**config.mk**
```make
export PLATFORM = sky130hd
export DESIGN_NAME = ampel_xing
export DESIGN_NICKNAME = d
export VERILOG_FILES = /design/src/rtl/ampel_pkg.sv /design/src/rtl/ampel_timer.sv /design/src/rtl/ampel_xing.sv
export SDC_FILE = /design/constraint.sdc
export NUM_CORES = 1
export LEC_CHECK = 0
export ABC_AREA = 1
export BUFFER_PORTS_ARGS = -buffer_cell sky130_fd_sc_hd__buf_2
export CORE_MARGIN = 2
export CORE_UTILIZATION = 57
export DETAILED_ROUTE_END_ITERATION = 10
export PLACE_DENSITY = 0.78
export RECOVER_POWER = 25
export SYNTH_ARGS = -nofsm -noshare
export SYNTH_HDL_FRONTEND = slang
export SYNTH_SLANG_ARGS = --single-unit
```
**constraint.sdc**
```tcl
create_clock -name CLK -period 2 [get_ports CLK]
set_clock_uncertainty 0.15 [all_clocks]
set_input_delay 0.3 -clock CLK [delete_from_list [all_inputs] [get_ports CLK]]
set_output_delay 0.3 -clock CLK [all_outputs]
set_load 0.02 [all_outputs]
```
**src/rtl/ampel_pkg.sv**
```systemverilog
// Shared types and lamp encodings for the two-road intersection controller.
package ampel_pkg;

   // Controller states; ALL_RED_B doubles as the power-up state.
   typedef enum logic [3:0] {
      MAIN_GREEN,
      MAIN_YELLOW,
      ALL_RED_A,
      SIDE_REDYEL,
      SIDE_GREEN,
      SIDE_YELLOW,
      ALL_RED_B,
      MAIN_REDYEL,
      NIGHT_BLINK
   } state_t;

   // Vehicle lamp patterns: [2]=red, [1]=yellow, [0]=green.
   localparam logic [2:0] LAMP_RED = 3'b100;
   localparam logic [2:0] LAMP_YEL = 3'b010;
   localparam logic [2:0] LAMP_GRN = 3'b001;
   localparam logic [2:0] LAMP_RY  = 3'b110;
   localparam logic [2:0] LAMP_OFF = 3'b000;

   // Pedestrian lamp patterns: [1]=red, [0]=green; 00 is dark.
   localparam logic [1:0] PED_STOP = 2'b10;
   localparam logic [1:0] PED_WALK = 2'b01;
   localparam logic [1:0] PED_DARK = 2'b00;

   // Larger of two integers, used to size the shared phase timer.
   function automatic int max_int(input int a, input int b);
      return (a > b) ? a : b;
   endfunction

endpackage

```
**src/rtl/ampel_timer.sv**
```systemverilog
// Loadable down-counter: counts to zero and holds there, flagging done.
module ampel_timer #(
   parameter int             W       = 4,
   parameter logic [W-1:0]   RST_VAL = '0
) (
   input  logic          i_clk,
   input  logic          i_rst,
   input  logic          i_load,
   input  logic [W-1:0]  i_load_val,
   output logic          o_done
);

   logic [W-1:0] r_count;

   // Load has priority; otherwise decrement until zero and stay there.
   always_ff @(posedge i_clk or posedge i_rst) begin
      if (i_rst) begin
         r_count <= RST_VAL;
      end else if (i_load) begin
         r_count <= i_load_val;
      end else if (r_count != '0) begin
         r_count <= r_count - W'(1);
      end
   end

   assign o_done = (r_count == '0);

endmodule

```
**src/rtl/ampel_xing.sv**
```systemverilog
// Two-road intersection controller with pedestrian crossing over the main
// road, latched requests, minimum main green and night flashing-yellow mode.
module ampel_xing #(
   parameter int CLOCK_SIGNALS = 10,
   parameter int T_MIN_GREEN   = 5,
   parameter int T_GREEN_SIDE  = 8,
   parameter int T_YELLOW      = 3,
   parameter int T_REDYEL      = 1,
   parameter int T_ALLRED      = 2
) (
   input  logic       CLK,
   input  logic       RES,
   input  logic       BTN,
   input  logic       SENSOR,
   input  logic       NIGHT,
   output logic [2:0] RGB_MAIN,
   output logic [2:0] RGB_SIDE,
   output logic [1:0] PED,
   output logic       REQ_PENDING
);
   import ampel_pkg::*;

   // Phase lengths in clock cycles.
   localparam int P_MIN_GREEN  = T_MIN_GREEN  * CLOCK_SIGNALS;
   localparam int P_GREEN_SIDE = T_GREEN_SIDE * CLOCK_SIGNALS;
   localparam int P_YELLOW     = T_YELLOW     * CLOCK_SIGNALS;
   localparam int P_REDYEL     = T_REDYEL     * CLOCK_SIGNALS;
   localparam int P_ALLRED     = T_ALLRED     * CLOCK_SIGNALS;
   localparam int P_MAX = max_int(max_int(max_int(P_MIN_GREEN, P_GREEN_SIDE),
                                          max_int(P_YELLOW, P_REDYEL)), P_ALLRED);
   localparam int TW = $clog2(P_MAX);

   // The timer is loaded with length-1 so a phase spans exactly length edges.
   localparam logic [TW-1:0] LD_MIN_GREEN  = TW'(P_MIN_GREEN  - 1);
   localparam logic [TW-1:0] LD_GREEN_SIDE = TW'(P_GREEN_SIDE - 1);
   localparam logic [TW-1:0] LD_YELLOW     = TW'(P_YELLOW     - 1);
   localparam logic [TW-1:0] LD_REDYEL     = TW'(P_REDYEL     - 1);
   localparam logic [TW-1:0] LD_ALLRED     = TW'(P_ALLRED     - 1);

   // Blink counter walks 0..CLOCK_SIGNALS-1; lamp lit for the first half.
   localparam int BW = $clog2(CLOCK_SIGNALS);
   localparam logic [BW-1:0] BLINK_LAST = BW'(CLOCK_SIGNALS - 1);
   localparam logic [BW-1:0] BLINK_HALF = BW'(CLOCK_SIGNALS / 2);

   state_t          r_state;
   state_t          w_state_next;
   logic            r_night_path;
   logic            r_ped_req;
   logic            r_side_req;
   logic            r_blink;
   logic [BW-1:0]   r_blink_cnt;
   logic [BW-1:0]   w_blink_cnt_next;
   logic            w_load;
   logic [TW-1:0]   w_load_val;
   logic            w_timer_done;
   logic            w_enter_side_green;

   ampel_timer #(
      .W       (TW),
      .RST_VAL (LD_ALLRED)
   ) u_timer (
      .i_clk      (CLK),
      .i_rst      (RES),
      .i_load     (w_load),
      .i_load_val (w_load_val),
      .o_done     (w_timer_done)
   );

   // Next-state and timer-reload selection; each timed phase exits on expiry.
   always_comb begin
      w_state_next = r_state;
      w_load       = 1'b0;
      w_load_val   = '0;
      case (r_state)
         MAIN_GREEN: begin
            // Timer holds at zero once minimum green is served.
            if (w_timer_done && (NIGHT || r_ped_req || r_side_req)) begin
               w_state_next = MAIN_YELLOW;
               w_load       = 1'b1;
               w_load_val   = LD_YELLOW;
            end
         end
         MAIN_YELLOW: begin
            if (w_timer_done) begin
               w_load = 1'b1;
               if (r_night_path) begin
                  w_state_next = NIGHT_BLINK;
               end else begin
                  w_state_next = ALL_RED_A;
                  w_load_val   = LD_ALLRED;
               end
            end
         end
         ALL_RED_A: begin
            if (w_timer_done) begin
               w_state_next = SIDE_REDYEL;
               w_load       = 1'b1;
               w_load_val   = LD_REDYEL;
            end
         end
         SIDE_REDYEL: begin
            if (w_timer_done) begin
               w_state_next = SIDE_GREEN;
               w_load       = 1'b1;
               w_load_val   = LD_GREEN_SIDE;
            end
         end
         SIDE_GREEN: begin
            if (w_timer_done) begin
               w_state_next = SIDE_YELLOW;
               w_load       = 1'b1;
               w_load_val   = LD_YELLOW;
            end
         end
         SIDE_YELLOW: begin
            if (w_timer_done) begin
               w_state_next = ALL_RED_B;
               w_load       = 1'b1;
               w_load_val   = LD_ALLRED;
            end
         end
         ALL_RED_B: begin
            if (w_timer_done) begin
               w_state_next = MAIN_REDYEL;
               w_load       = 1'b1;
               w_load_val   = LD_REDYEL;
            end
         end
         MAIN_REDYEL: begin
            if (w_timer_done) begin
               w_state_next = MAIN_GREEN;
               w_load       = 1'b1;
               w_load_val   = LD_MIN_GREEN;
            end
         end
         NIGHT_BLINK: begin
            // Leaving night mode always clears the junction with a full all-red.
            if (!NIGHT) begin
               w_state_next = ALL_RED_B;
               w_load       = 1'b1;
               w_load_val   = LD_ALLRED;
            end
         end
         default: begin
            w_state_next = ALL_RED_B;
            w_load       = 1'b1;
            w_load_val   = LD_ALLRED;
         end
      endcase
   end

   assign w_enter_side_green = (w_state_next == SIDE_GREEN) && (r_state != SIDE_GREEN);

   // State register plus the flag that routes MAIN_YELLOW into night mode.
   always_ff @(posedge CLK or posedge RES) begin
      if (RES) begin
         r_state      <= ALL_RED_B;
         r_night_path <= 1'b0;
      end else begin
         r_state <= w_state_next;
         if (r_state == MAIN_GREEN && w_state_next == MAIN_YELLOW) begin
            r_night_path <= NIGHT;
         end else if (r_state == MAIN_YELLOW && w_state_next != MAIN_YELLOW) begin
            r_night_path <= 1'b0;
         end
      end
   end

   // Request latches: serving the side phase clears them and beats a new set.
   always_ff @(posedge CLK or posedge RES) begin
      if (RES) begin
         r_ped_req  <= 1'b0;
         r_side_req <= 1'b0;
      end else if (w_enter_side_green) begin
         r_ped_req  <= 1'b0;
         r_side_req <= 1'b0;
      end else if (r_state != NIGHT_BLINK) begin
         if (BTN) begin
            r_ped_req <= 1'b1;
         end
         if (SENSOR) begin
            r_side_req <= 1'b1;
         end
      end
   end

   assign w_blink_cnt_next = (r_blink_cnt == BLINK_LAST) ? '0 : r_blink_cnt + BW'(1);

   // Blink generator: parked at phase start outside night mode so it enters lit.
   always_ff @(posedge CLK or posedge RES) begin
      if (RES) begin
         r_blink_cnt <= '0;
         r_blink     <= 1'b1;
      end else if (r_state != NIGHT_BLINK) begin
         r_blink_cnt <= '0;
         r_blink     <= 1'b1;
      end else begin
         r_blink_cnt <= w_blink_cnt_next;
         r_blink     <= (w_blink_cnt_next < BLINK_HALF);
      end
   end

   // Moore lamp decode from the registered state and blink bit.
   always_comb begin
      RGB_MAIN = LAMP_RED;
      RGB_SIDE = LAMP_RED;
      PED      = PED_STOP;
      case (r_state)
         MAIN_GREEN:  RGB_MAIN = LAMP_GRN;
         MAIN_YELLOW: RGB_MAIN = LAMP_YEL;
         SIDE_REDYEL: RGB_SIDE = LAMP_RY;
         SIDE_GREEN: begin
            RGB_SIDE = LAMP_GRN;
            PED      = PED_WALK;
         end
         SIDE_YELLOW: RGB_SIDE = LAMP_YEL;
         MAIN_REDYEL: RGB_MAIN = LAMP_RY;
         NIGHT_BLINK: begin
            RGB_MAIN = r_blink ? LAMP_YEL : LAMP_OFF;
            RGB_SIDE = r_blink ? LAMP_YEL : LAMP_OFF;
            PED      = PED_DARK;
         end
         default: begin
            RGB_MAIN = LAMP_RED;
            RGB_SIDE = LAMP_RED;
            PED      = PED_STOP;
         end
      endcase
   end

   assign REQ_PENDING = r_ped_req | r_side_req;

endmodule

```
==> Word level (Yosys, flattened, before mapping) <==
Cells that the tools add are included.
{ "totals": {"wordCells": 85, "ff_bits": 19, "output_inout_bits": 9} }
{ "op_classes": {"magnitude_cmp": 1, "eq_ne": 14, "n_reduce_logical": 18, "n_bitwise": 1, "muxes": 42, "addsub": 2} }
{ "ops": {"columns": ["op", "count"], "rows": [
  ["$pmux W7 S8", 1],
  ["$mux W4", 13],
  ["$pmux W4 S9", 1],
  ["$mux W5", 6],
  ["$pmux W3 S4", 2],
  ["$mux W7", 3],
  ["$eq A4 B3 Y1 const B", 5],
  ["$mux W1", 12],
  ["$reduce_bool A2 Y1", 5],
  ["$eq A4 B1 Y1 const B", 2],
  ["$eq A4 B2 Y1 const B", 2],
  ["$eq A4 B4 Y1 const B", 2],
  ["$logic_not A7 Y1", 1],
  ["$reduce_bool A7 Y1", 1],
  ["$reduce_or A7 Y1", 1],
  ["$sub A7 B1 Y7 const B", 1],
  ["$mux W6", 1],
  ["$add A4 B1 Y4 const B", 1],
  ["$logic_and A1 B1 Y1", 4],
  ["$logic_not A4 Y1", 1],
  ["$lt A4 B3 Y1 const B", 1],
  ["$ne A4 B1 Y1 const B", 1],
  ["$ne A4 B3 Y1 const B", 1],
  ["$ne A4 B4 Y1 const B", 1],
  ["other kinds (7)", 9]
]} }

==> Depth between registers and ports, before layout <==
{ "depth": {"word_depth": 9, "ltp_mapped": 15} }

==> Hierarchy <==
Synthesis repeated with hierarchy kept, for this count alone.
{ "hier_totals": {"cells_unflattened": 190, "hier_area_um2": 1372.6} }
{ "by_module_without_submodules": {"columns": ["module", "area_per_inst_um2", "n_inst", "cells_each"], "rows": [
  ["ampel_xing", 854.6, 1, 121],
  ["ampel_timer", 518.0, 1, 69]
]} }

==> Least setup slack after synthesis <==
OpenSTA, ideal clock, no wires.
{ "synth_timing": {"path_kind": "reg2out", "from": "register r_state[1]", "to": "output port RGB_SIDE[2]", "setup_slack_ns": 0.121, "required_time_ns": 1.550, "stages_incl_launch_ff": 5, "arrival_time_ns": 1.429, "cell_sequence": "dfstp_2 -> nor2_4 -> nand2_1 -> inv_1 -> nor3b_1"} }
{ "synth_via": {"elab_chain_cells": 2, "elab_cells_between_ends": 5, "classes_between": "4 x eq/ne; 1 x mux"} }
{ "synth_rtl": {"columns": ["element", "line", "rtl"], "rows": [
  ["start: declaration", "ampel_xing.sv:45", "state_t r_state;"],
  ["start signal: assignment", "ampel_xing.sv:160", "r_state <= w_state_next;"],
  ["$eq A4 B4 Y1, or another cell as far along", "ampel_xing.sv:208", "case (r_state)"],
  ["$pmux W3 S4 *", "ampel_xing.sv:208", null],
  ["end: declaration", "ampel_xing.sv:17", "output logic [2:0] RGB_SIDE,"]
]} }
Every way passes the cells marked *; elsewhere a longest branch is shown, timed or not.

==> Worst setup path after layout <==
{ "layout_timing": {"from": "register r_state[3]", "to": "output port RGB_SIDE[2]"} }
The elaborated chain is that of the path after synthesis.

==> flow_metrics.env <==
export IMPL_first_global_vias=1262
export IMPL_synth_top_area_cell="dfrtp_1"
export IMPL_synth_seq_cells=19
export IMPL_outcome="finished clean"
export IMPL_grt_use_total=0.274
export IMPL_clock_path_buffers=2
export IMPL_path_clk_slew_ns=0.12
export IMPL_grt_overflow=0
export IMPL_syn_area_mm2=0.00133
export IMPL_wl_met1_mm=1.45
export IMPL_final_layout_size_suffix_gt1_frac=0.365
export IMPL_seq_power_share=0.640
export IMPL_gp_congestion=0.955
export IMPL_antenna_left=0
export IMPL_diodes=0
export IMPL_clk_latency_ns=0.30
export IMPL_worst_pin_slew_ns=0.730
export IMPL_maxSlewViolCount=0
export IMPL_route_detailed_drc=0
export IMPL_syn_num_nets=200
export IMPL_dp_final_hpwl_mm=2.43
export IMPL_yosysWarnings=0
export IMPL_die_area_mm2=0.00273
export IMPL_setup_viol=0
export IMPL_nets=231
export IMPL_synthCells=192
export IMPL_pwr_share_comb=0.025
export IMPL_synthTopCellsByArea="dfrtp_1, nand2_1, dfstp_2, inv_1, nor2_1"
export IMPL_p_leak_uw=0.000888
export IMPL_p_clk_frac=0.335
export IMPL_whs_ns=0.0749
export IMPL_tritoncts="yes"
export IMPL_power_switching_uw=135
export IMPL_required_ns=1.55
export IMPL_fin_crit_sh=0.993
export IMPL_irDropWorstVdd_uv=425
export IMPL_finalHoldViolations=0
export IMPL_fp_dieH_um=52.2
export IMPL_synth_cell_type_count=25
export IMPL_p_per_area_mw_per_mm2=363
export IMPL_antenna_found_initial=0
export IMPL_htree_levels=1
export IMPL_via_per_inst=5.28
export IMPL_cts_sinks=19
export IMPL_period_needed_ns=1.99
export IMPL_numCtsBuffers=3
export IMPL_port_buffers=13
export IMPL_crit_path_end_kind="output pin"
export IMPL_yosysTopAreaCellShare=0.245
export IMPL_boundaryPins=14
export IMPL_max_cap_violations=0
export IMPL_fmax_mhz=503
export IMPL_p_int_uw=466
export IMPL_topRoutingLayerUsed="met4"
export IMPL_area_delta_synth_final_pct=24.9
export IMPL_wl_met3_um=205
export IMPL_root_buffer="clkbuf_4"
export IMPL_rsz0062_at_grt="yes"
export IMPL_power_uw=601
export IMPL_avgSynthCellArea_um2=6.91
export IMPL_yosysSeqAreaShare=0.364
export IMPL_sw_frac_of_total=0.225
export IMPL_cp_arrival_ns=1.54
export IMPL_wirelength_mm=3.39
export IMPL_initial_utilization=0.600
export IMPL_startpoint_type="flip-flop"
export IMPL_grt_pass1_wl_mm=5.40
export IMPL_grt_max_degree=20
export IMPL_worstSetupPathType="reg -> out"
export IMPL_vias=1321
export IMPL_core_mm2=0.00221
export IMPL_path_max_fanout=5
export IMPL_min_path_type="in -> reg"
export IMPL_die_w_um=52.2
export IMPL_first_pass_iters=4
export IMPL_drt_iter0_drc=40
export IMPL_slew_headroom=0.513
export IMPL_wl_per_cell_um=13.5
export IMPL_fp_row_count=17
export IMPL_dr_wl_met2_mm=1.68
-- area by class of cell --
class / instances / area, um2
well taps: 28 / 35.0
multi-input cells: 134 / 773
clock buffers: 3 / 22.5
clock inverters: 1 / 7.51
fillers: 173 / 556
flip-flops and latches: 19 / 484
repair buffers: 27 / 189
inverters: 38 / 145
-- synth_stat cells (all sizes together) --
library cell / n
a21oi: 7
a31oi: 2
buf: 1
dfrtp: 13
dfstp: 6
ha: 3
inv: 38
nand2: 52
nand3: 13
nand4: 4
nor2: 37
nor3: 2
nor3b: 2
o21ai: 6
o22ai: 1
xnor2: 2
xor2: 3
-- through the flow --
step | cell area (um2) | std cells | TNS [ns] | setup WS (ns) | utilization
2_1_floorplan | 1330 | 192 | 0 | 0.121 | -
3_3_place_gp | 1440 | 235 | -0.0881 | -0.0717 | 0.650
3_5_place_dp | 1440 | 235 | -0.0962 | -0.0756 | 0.650
4_1_cts | 1560 | 248 | 0 | 0.00154 | 0.705
5_1_grt | 1660 | 250 | -0.238 | -0.0363 | 0.749
6_report | 1660 | 250 | 0 | 0.0134 | 0.749
-- registers in the layout (all words and copies together), names as in the netlist --
register / cells
r_night_path: 1
r_blink_cnt: 4
r_side_req: 1
r_state: 4
r_ped_req: 1
r_blink: 1
u_timer.r_count: 7
-- cells in the final DEF (no fill, tap or decap), types with 4 or more instances in the layout --
master	n
nand2_1	41
inv_1	27
nor2_1	22
buf_4	12
dfrtp_1	12
buf_2	11
inv_2	10
nand3_1	10
nor2_2	9
nand2_2	8
nor2_4	6
a21oi_1	6
dfstp_2	6
nand4_1	4
o21ai_1	4
-- worst max-delay path: stages, from the launching register on --
cell     delay (ns)
dfrtp_2        0.46
inv_2          0.12
nand2_2        0.07
inv_1          0.11
nand2_1        0.15
nor3b_1        0.17
buf_2          0.16
-- repair_timing --
action	in CTS	in global routing
endpoints found under the hold margin	13	0
hold buffers	1	0
setup buffers	8	2
pin swaps	1	13
setup endpoints to repair	4	10
gates resized for setup	9	24
-- logic make-up (layout without fill, tap and decap cells) --
family / after synthesis / in the layout / share of synthesized area
buffers and inverters: 39 / 69 / 0.116
xor gates and xnor gates: 5 / 5 / 0.0330
adders and majority gates: 3 / 3 / 0.0283
DFF: 19 / 19 / 0.364
and+or+nand+nor: 110 / 110 / 0.395
AOI/OAI and AO/OA: 16 / 16 / 0.0632
-- routing by layer --
metal	vias up	global-route usage
met4	0	0.0769
met3	8	0.0343
met2	50	0.470
li1	654	-
met5	-	0
met1	609	0.365
-- power groups by stage --
stage          logic, uW  clock network, uW  registers, uW
6_report            15.0                201            385
3_5_place_dp        13.8                  0            392
3_3_place_gp        13.5                  0            392
5_1_grt             18.0                225            385
4_1_cts             15.3                210            385
2_1_floorplan       7.17                  0            392
-- worst paths after layout --
| path | from | to | slack [ns] | cells past startpoint |
|---|---|---|---|---|
| worst max register to register | u_timer.r_count[1]$_DFFE_PP1P_ | r_night_path$_DFFE_PP0P_ | 0.07 | 15 |
| worst min register to register | r_blink_cnt[0]$_DFF_PP0_ | r_blink_cnt[0]$_DFF_PP0_ | 0.38 | 1 |
| worst max-delay path | r_state[3]$_DFF_PP0_ | RGB_SIDE[2] | 0.01 | 6 |
| min in group asynchronous | RES | u_timer.r_count[6]$_DFFE_PP0P_ | 0.50 | 3 |
| max in group asynchronous | RES | r_state[3]$_DFF_PP0_ | 0.69 | 3 |
| worst min-delay path | NIGHT | r_night_path$_DFFE_PP0P_ | 0.07 | 3 |
No activity file was read; power rests on OpenSTA's default activity.
